$ cat src/rtl/id_ex_stage.sv
// ---------------------------------------------------------------------------
// id_ex_stage
//   ID/EX pipeline register of the RV32IM pipelined CPU. It sits directly
//   downstream of the register file. It captures the decoded fields together
//   with the register-file read data, and bypasses MEM- and WB-stage results
//   into the operands. It detects load-use hazards and inserts a bubble for
//   each one, holds its entry while EX is busy, and is killed by a flush.
//
// Parameters
//   XLEN    datapath / operand width
//   CTRL_W  width of the opaque decoded control bundle passed to EX
//   CNT_W   width of the saturating load-use bubble counter
//
// Ports
//   clk_i, rst_ni                      clock (posedge), async active-low reset
//   id_valid_i / id_ready_o            decode-side handshake
//   id_pc_i, id_imm_i, id_ctrl_i       instruction payload
//   id_rs1_i, id_rs2_i, id_rsN_used_i  source indices and use flags
//   id_rd_i, id_wen_i, id_is_load_i    destination and flags
//   rf_rs1_data_i, rf_rs2_data_i       register-file read data
//   mem_wen_i, mem_rd_i, mem_data_i    MEM-stage writeback candidate
//   wb_wen_i, wb_rd_i, wb_data_i       WB-stage register-file write
//   ex_ready_i                         EX accepts the held instruction
//   flush_i                            redirect: kill held and incoming
//   ex_*_o                             registered instruction for EX
//   load_use_stall_o                   a bubble is inserted this cycle
//   lu_stall_cnt_o                     saturating count of load-use bubbles
// ---------------------------------------------------------------------------
module id_ex_stage #(
    parameter int XLEN   = 32,
    parameter int CTRL_W = 16,
    parameter int CNT_W  = 16
) (
    input  logic              clk_i,
    input  logic              rst_ni,
    input  logic              id_valid_i,
    output logic              id_ready_o,
    input  logic [XLEN-1:0]   id_pc_i,
    input  logic [4:0]        id_rs1_i,
    input  logic [4:0]        id_rs2_i,
    input  logic              id_rs1_used_i,
    input  logic              id_rs2_used_i,
    input  logic [4:0]        id_rd_i,
    input  logic              id_wen_i,
    input  logic              id_is_load_i,
    input  logic [XLEN-1:0]   id_imm_i,
    input  logic [CTRL_W-1:0] id_ctrl_i,
    input  logic [XLEN-1:0]   rf_rs1_data_i,
    input  logic [XLEN-1:0]   rf_rs2_data_i,
    input  logic              mem_wen_i,
    input  logic [4:0]        mem_rd_i,
    input  logic [XLEN-1:0]   mem_data_i,
    input  logic              wb_wen_i,
    input  logic [4:0]        wb_rd_i,
    input  logic [XLEN-1:0]   wb_data_i,
    input  logic              ex_ready_i,
    input  logic              flush_i,
    output logic              ex_valid_o,
    output logic [XLEN-1:0]   ex_pc_o,
    output logic [XLEN-1:0]   ex_imm_o,
    output logic [XLEN-1:0]   ex_rs1_data_o,
    output logic [XLEN-1:0]   ex_rs2_data_o,
    output logic [4:0]        ex_rs1_o,
    output logic [4:0]        ex_rs2_o,
    output logic [4:0]        ex_rd_o,
    output logic              ex_wen_o,
    output logic              ex_is_load_o,
    output logic [CTRL_W-1:0] ex_ctrl_o,
    output logic              load_use_stall_o,
    output logic [CNT_W-1:0]  lu_stall_cnt_o
);

    logic              r_valid;
    logic [XLEN-1:0]   r_pc;
    logic [XLEN-1:0]   r_imm;
    logic [XLEN-1:0]   r_rs1_data;
    logic [XLEN-1:0]   r_rs2_data;
    logic [4:0]        r_rs1;
    logic [4:0]        r_rs2;
    logic [4:0]        r_rd;
    logic              r_wen;
    logic              r_is_load;
    logic [CTRL_W-1:0] r_ctrl;
    logic [CNT_W-1:0]  r_lu_cnt;

    logic              w_hold;
    logic              w_lu_hit;
    logic              w_lu_stall;
    logic [XLEN-1:0]   w_rs1_sel;
    logic [XLEN-1:0]   w_rs2_sel;

    // MEM holds the younger write, so it wins over WB. x0 always reads zero.
    function automatic logic [XLEN-1:0] sel_operand(
        input logic [4:0]      rs,
        input logic [XLEN-1:0] rf_data,
        input logic            m_wen,
        input logic [4:0]      m_rd,
        input logic [XLEN-1:0] m_data,
        input logic            w_wen,
        input logic [4:0]      w_rd,
        input logic [XLEN-1:0] w_data
    );
        if (rs == 5'd0)
            return '0;
        else if (m_wen && (m_rd == rs))
            return m_data;
        else if (w_wen && (w_rd == rs))
            return w_data;
        else
            return rf_data;
    endfunction

    function automatic logic [CNT_W-1:0] sat_inc(input logic [CNT_W-1:0] v);
        return (v == '1) ? v : v + CNT_W'(1);
    endfunction

    assign w_hold = r_valid & ~ex_ready_i;

    // A load still in EX cannot forward to the next instruction, so a
    // dependent consumer must wait one cycle for the load to reach MEM.
    assign w_lu_hit = (id_rs1_used_i && (id_rs1_i == r_rd)) ||
                      (id_rs2_used_i && (id_rs2_i == r_rd));

    assign w_lu_stall = id_valid_i & r_valid & r_is_load & r_wen &
                        (r_rd != 5'd0) & ~w_hold & ~flush_i & w_lu_hit;

    // Under flush the incoming instruction is consumed and dropped.
    assign id_ready_o = flush_i | (~w_hold & ~w_lu_stall);

    assign w_rs1_sel = sel_operand(id_rs1_i, rf_rs1_data_i, mem_wen_i, mem_rd_i,
                                   mem_data_i, wb_wen_i, wb_rd_i, wb_data_i);
    assign w_rs2_sel = sel_operand(id_rs2_i, rf_rs2_data_i, mem_wen_i, mem_rd_i,
                                   mem_data_i, wb_wen_i, wb_rd_i, wb_data_i);

    always_ff @(posedge clk_i or negedge rst_ni) begin
        if (!rst_ni) begin
            r_valid    <= 1'b0;
            r_pc       <= '0;
            r_imm      <= '0;
            r_rs1_data <= '0;
            r_rs2_data <= '0;
            r_rs1      <= '0;
            r_rs2      <= '0;
            r_rd       <= '0;
            r_wen      <= 1'b0;
            r_is_load  <= 1'b0;
            r_ctrl     <= '0;
        end else if (flush_i) begin
            r_valid   <= 1'b0;
            r_wen     <= 1'b0;
            r_is_load <= 1'b0;
            r_rd      <= '0;
            r_ctrl    <= '0;
        end else if (w_hold) begin
            // The producer may drain through WB while we wait; keep the
            // operands current so EX sees the final value.
            if (wb_wen_i && (wb_rd_i == r_rs1) && (r_rs1 != 5'd0))
                r_rs1_data <= wb_data_i;
            if (wb_wen_i && (wb_rd_i == r_rs2) && (r_rs2 != 5'd0))
                r_rs2_data <= wb_data_i;
        end else if (w_lu_stall || !id_valid_i) begin
            r_valid   <= 1'b0;
            r_wen     <= 1'b0;
            r_is_load <= 1'b0;
            r_rd      <= '0;
            r_ctrl    <= '0;
        end else begin
            r_valid    <= 1'b1;
            r_pc       <= id_pc_i;
            r_imm      <= id_imm_i;
            r_rs1_data <= w_rs1_sel;
            r_rs2_data <= w_rs2_sel;
            r_rs1      <= id_rs1_i;
            r_rs2      <= id_rs2_i;
            r_rd       <= id_rd_i;
            r_wen      <= id_wen_i;
            r_is_load  <= id_is_load_i;
            r_ctrl     <= id_ctrl_i;
        end
    end

    always_ff @(posedge clk_i or negedge rst_ni) begin
        if (!rst_ni)
            r_lu_cnt <= '0;
        else if (w_lu_stall)
            r_lu_cnt <= sat_inc(r_lu_cnt);
    end

    assign ex_valid_o       = r_valid;
    assign ex_pc_o          = r_pc;
    assign ex_imm_o         = r_imm;
    assign ex_rs1_data_o    = r_rs1_data;
    assign ex_rs2_data_o    = r_rs2_data;
    assign ex_rs1_o         = r_rs1;
    assign ex_rs2_o         = r_rs2;
    assign ex_rd_o          = r_rd;
    assign ex_wen_o         = r_wen;
    assign ex_is_load_o     = r_is_load;
    assign ex_ctrl_o        = r_ctrl;
    assign load_use_stall_o = w_lu_stall;
    assign lu_stall_cnt_o   = r_lu_cnt;

endmodule
$ cat config.mk
export PLATFORM = sky130hd
export DESIGN_NAME = id_ex_stage
export DESIGN_NICKNAME = d
export VERILOG_FILES = /design/src/rtl/id_ex_stage.sv
export SDC_FILE = /design/constraint.sdc
export NUM_CORES = 1
export LEC_CHECK = 0
export CORE_MARGIN = 8
export CORE_UTILIZATION = 30
export CTS_CLUSTER_SIZE = 40
export DETAILED_ROUTE_END_ITERATION = 6
export GPL_TIMING_DRIVEN = 0
export PLACE_DENSITY = 0.74
export RECOVER_POWER = 50
export SYNTH_ARGS = -nofsm -noshare
export SYNTH_HDL_FRONTEND = slang
export SYNTH_SLANG_ARGS = --single-unit
$ cat constraint.sdc
create_clock -name clk_i -period 2.7 [get_ports clk_i]
set_input_delay 0.54 -clock clk_i [delete_from_list [all_inputs] [get_ports clk_i]]
set_output_delay 0.54 -clock clk_i [all_outputs]
set_load 0.03 [all_outputs]
* Word-level counts from Yosys, hierarchy flattened *
Index checks and enable logic that the tools add are counted.

storage, ports and cells
  input port bits = 244
  word-level logic and storage cells = 91
  output and inout bits = 180
  register bits after elaboration = 178

cells by class
  muxes and demuxes = 27
  bitwise gates (word level) = 16
  equal/unequal tests = 13
  reductions and logical operators = 22
  add/subtract/negate cells = 1

operators by type and width
  operator                                       number
  two-way mux 32 bit                             12
  two-way mux 16 bit                             3
  equality test 5 bit                            8
  adder 16 x 1 -> 16 bit, second input constant  1
  equality test 16 bit, second input constant    1
  two-way mux 5 bit                              3
  nonzero test 5 bit                             3
  logical AND 1 bit                              10
  zero test 5 bit                                2
  AND 1 bit                                      9
  two-way mux 1 bit                              9
  AND reduction 3 bit                            3
  NOT 1 bit                                      6
  != test 2 x 1 -> 1 bit, second input constant  2
  != test 2 bit, second input constant           2
  logical OR 1 bit                               2
  AND reduction 2 bit                            1
  zero test 1 bit                                1
  bitwise OR 1 bit                               1

* Depth between registers and ports, before layout *
  word-level depth = 11
  gate-level depth with buffers = 9
  mapped depth without buffers = 7

* Worst setup path before layout *
No wires, ideal clock.

  path type = register to output
  from = register r_rd[0] (netlist: ex_rd_o[0])
  to = output port id_ready_o
  data required time = 2.160 ns
  data arrival time = 2.096 ns
  stages on the path, launching flop included = 7
  path buffers = 1
  path slack = 0.064 ns
  path through = dfrtp_1 or4_1 nor2_1 nor4_1 and2_0 clkbuf_1 nor2_1

on the way
  longest elaborated chain between the ends = 8
  elaborated cells on any way between the ends = 13
  those cells by class = eq/ne: 2; bitwise: 7; reduce/logical: 4

ends and longest elaborated chain
  what                     RTL line  RTL
  from (decl)              80        logic [4:0] r_rd;
  from (signal assigned)   175       r_rd <= id_rd_i;
  nonzero test 5 bit       125       (r_rd != 5'd0) & ~w_hold & ~flush_i & w_lu_hit;
  AND 1 bit                124       assign w_lu_stall = id_valid_i & r_valid & r_is_load & r_wen &
  AND 1 bit (2 in series)  125
  AND 1 bit (*)            125
  net load_use_stall_o     69        output logic load_use_stall_o,
  NOT 1 bit (*)            128       assign id_ready_o = flush_i | (~w_hold & ~w_lu_stall);
  AND 1 bit (*)            128
  bitwise OR 1 bit (*)     128
  to (decl)                37        output logic id_ready_o,

Mark *: on every way through the listed nets, which the timed path passes. The rest lies on a longest branch.

* Worst setup path in the final report *
  from = input port id_rs1_i[1]
  to = register r_rs1_data[18] (netlist: ex_rs1_data_o[18])

on the way
  longest elaborated chain between the ends = 7
  elaborated cells on any way between the ends = 17
  those cells by class = eq/ne: 4; mux: 5; bitwise: 1; reduce/logical: 7

ends and longest elaborated chain
  what                                                              RTL line  RTL
  from (decl)                                                       39        input logic [4:0] id_rs1_i,
  equality test 5 bit, on equally long branches                     107, 121
  logical AND 1 bit, on equally long branches                       107, 121
  two-way mux 32 bit / logical OR 1 bit (equally long branches)     107, 121
  two-way mux 32 bit / AND 1 bit (equally long branches)            105, 125
  two-way mux 32 bit / logical OR 1 bit (equally long branches)     103, 161
  two-way mux 32 bit / != test 2 bit (equally long branches)        -
  two-way mux 32 bit / AND reduction 3 bit (equally long branches)  -
  to (signal assigned)                                              158       r_rs1_data <= wb_data_i;
  to (signal assigned)                                              171       r_rs1_data <= w_rs1_sel;
  to (decl)                                                         76        logic [XLEN-1:0] r_rs1_data;

Several ways; a longest one is shown, not always the timed one. The select of a mux whose other input is x is not followed.
A chain may end at the register's enable or synchronous reset.

==> impl_results.md <==
* Delay of the slowest critical-path stage at 580 ps
* Pleak at 6.19 nW
* Number of synthesized flops with an enable pin at 0
* Clk Latency, worst-skew pair at 440 ps
* X dimension of the die at 186 um
* Pwr dens at 630 nW/um^2
* Slew margin rel. at -0.360
* Post-detailed-placement cell area at 13400 sq um
* Post-layout total power at 0.00899 W
* R2r setup slk at 80 ps
* Number of I/O port buffers at 420
* Hold Path Sink: ex_rs1_data_o[17]$_DFFE_PN0P_
* Synth Area in Compound Gates at 0.174
* Critical Path Start Type: input pin
* Count of unresolved DRC violations after routing at 0
* Final-report setup violation count at 1
* Crit Path Class: in -> reg
* Area of the die at 34700 sq um
* Minimum period implied by the final worst setup slack at 2720 ps
* Share of synthesized cell area in full adder, half adder and majority cells at 0.00144
* TritonCTS clock tree: done
* I/O pin count at 424
* Required time at the endpoint of the critical path at 2990 ps
* Cell Area, Synth at 8700 sq um
* Total congestion overflow at 0
* Worst Hold Margin at 486 ps
* Vertical die dimension at 186 um
* H-tree Lvls at 4
* Total Nets Final at 1378
* Post-synthesis share of cell area spent on and, or, nand and nor gates at 0.0463
* Slew at the pin closest to its max-slew limit at 2040 ps
* Final worst path period share at 1.01
* Total global routing track utilization at 0.199
* Yosys reg bits at 178
* Instance count of the mapped netlist at 685
* Clock buffers created by TritonCTS at 17
* Area of the core region at 28600 sq um
* Largest voltage drop on the vdd net at 437 uV
* R2R cell count at 8
* First-pass iteration count of the detailed router at 5
* Critical path startpoint: id_rs1_i[1]
* Dominant combinational cell family by area after synthesis: multiplexers
* DR vias at 7782
* Clk Tree Root Cell: clkbuf_16
* Clock Skews at 18.2 ps
* Crit Reg-Reg Startpoint: ex_rd_o[3]$_DFFE_PN0P_
* Detail Route Antenna Nets at 0
* Multiplexer share of the synthesized area at 0.178
* Clock input transition at the sequential cells of the worst setup and hold paths at 90 ps
* Post-synth top cells: dfrtp_1 (178), mux2_2 (115), a221o_1 (42), o211a_1 (42), xnor2_1 (31)
* Synth-to-Final Area Change at 64.1%
* Fraction of synthesized cell area in xor and xnor cells at 0.0524
* Area share of the leading cell type in the synthesized netlist at 0.512
* Vias in the first global route at 8508
* Yosys Warn Count at 0
* Violated checks: max-capacitance violations, max-slew violations, negative setup slack
* Avg Vias per Cell at 5.08
* Number of buffers between clock root and the deepest sink at 2
* Routed Wire Length at 35600 um
* Max-slew violation total from the final report at 73
* Maximum number of pins on one net before global-route repair at 107
* Routed length per instance at 23.2 um
* Worst hold path startpoint: ex_rs1_data_o[17]$_DFFE_PN0P_
* Status: finished with violations
* Wire length of the first global-routing pass at 52600 um
* Final setup TNS at -15.3 ps
* Dominant cell type by area after synthesis: dfrtp_1
* Initial detailed-routing violation count at 460
* Syn avg cell area at 12.7 sq um
* R2R Path End: ex_rs2_o[1]$_DFFE_PN0P_
* RSZ-0062 raised after global routing: true
* Post-synth net total at 930
* Worst Setup End Kind: flop
* Hold WC Path Type: reg -> reg
* Detailed placer's ending HPWL at 27400 um
* Std cell rows at 62
* Count of final hold-check violations at 0
* Top achievable clock speed at 368 MHz
* Most common cell in the synthesized netlist: dfrtp_1
* Placer Congestion at 0.900
* Least setup slack across all paths after layout at -15.3 ps
* Primary FF master, synth: dfrtp_1
* Cell with the largest stage delay on the worst path: or4_4
* Critical path arrival at 3000 ps
* Synth cell types at 41
* Ranking of synthesized cells by area: dfrtp_1 (51%), mux2_2 (15%), a221o_1 (4.8%), o211a_1 (4.8%), xnor2_1 (3.1%)
* Clock net sink count at 178
* Fraction of layout instances using a drive strength above 1 at 0.187
* Post-synthesis sequential area ratio at 0.512
* Worst-path cell chain: dlygate4sd2_1 -> xnor2_1 -> nand4_1 -> or4_4 -> buf_8 -> buf_4 -> o21a_1 -> a222oi_1 -> mux2i_1
* Initial antenna violation count at 3
* Final design area excluding fillers at 14300 sq um
* Async set-reset flop share out of synthesis at 1.00
* Max-cap violation count at 1
* Place WS at -1250 ps
* Effective utilization at floorplan at 0.304
* Largest fanout on the critical path at 10
* Hold-critical path depth at 1
[state kept, by name, summed over array words and instances (netlist names)]
signal and cells:
ex_ctrl_o 16, ex_imm_o 32, ex_valid_o 1, ex_rd_o 5, ex_pc_o 32, ex_rs1_data_o 32, ex_rs2_data_o 32, ex_rs1_o 5
ex_wen_o 1, ex_rs2_o 5, ex_is_load_o 1, lu_stall_cnt_o 16
[cells in the final DEF (no fill, tap or decap), drive strengths merged, types with 3 or more instances in the layout]
cell type      count
nand2             13
inv               33
a222oi            22
dlygate4sd3       78
nor2              19
nand4              7
o211a             42
clkinv             8
nor4               6
nor3               8
a22o              23
nand3              8
xnor2             31
clkbuf            46
clkdlybuf4s50    327
or4                4
a221o             42
mux2i             23
dfrtp            178
dlygate4sd2        9
dlymetal6s2s       3
o21a              22
buf               32
xor2              21
mux2             117
[power breakdown]
part	switching [W]	total (W)	leakage (nW)	internal [W]
clock	0.00131	0.00257	0.295	0.00126
combinational	0.00166	0.00309	3.73	0.00143
sequential	0.000235	0.00332	2.16	0.00308
[worst max path at each step]
stage,end,slack [ps],depth (start not counted)
global route,ex_rs1_data_o[18]$_DFFE_PN0P_,-10,9
floorplan,id_ready_o,60,6
detailed placement,ex_rs1_data_o[0]$_DFFE_PN0P_,-1250,10
CTS,ex_pc_o[23]$_DFFE_PN0P_,-6,8
global placement,ex_imm_o[15]$_DFFE_PN0P_,-6660,1
finish,ex_rs1_data_o[18]$_DFFE_PN0P_,-20,9
[logic make-up after synthesis]
family,Yosys count
adder cells (fa/ha/maj),1
buffers and inverters,75
XOR/XNOR,52
multiplexers,140
AND/OR/NAND/NOR,78
flip-flops,178
AO/OA/AOI/OAI,161
[per-stage QoR]
| step | util | cells |
|---|---|---|
| after floorplan | - | 685 |
| after global placement | 0.467 | 1489 |
| after detailed placement | 0.470 | 1492 |
| after CTS | 0.497 | 1530 |
| after global routing | 0.499 | 1532 |
| final | 0.499 | 1532 |
[layout make-up]
class                      instances  area [sq um]
tap                              384           480
multi-input combinational        432          4060
clock buffer                      17           425
inverter                          26          97.6
buffer                            46           269
clock inverter                    15           180
antenna                            2          5.00
fill                            2527         14400
sequential                       178          4460
timing repair buffer             432          4300
[what timing repair did]
item,in CTS,in global routing
buffers inserted,9,0
setup endpoints to repair,163,119
hold buffers,0,0
resized for setup,61,26
pin swaps,6,4
[critical path: cells and delay by family]
kind	cells	cell delay, ps
mux	1	160
compound gates	2	630
xor+xnor	1	160
buf+inv	3	770
simple gates	2	720
[per-layer routing]
metal  global-route usage  wire length, um  vias to the layer above
met5                    0               10                        -
met4               0.0521              660                        2
met3               0.0643             3190                       33
met2                0.345            17700                      311
met1                0.235            14000                     3913
li1                     -                -                     3523
(Power assumes the default switching activity.)
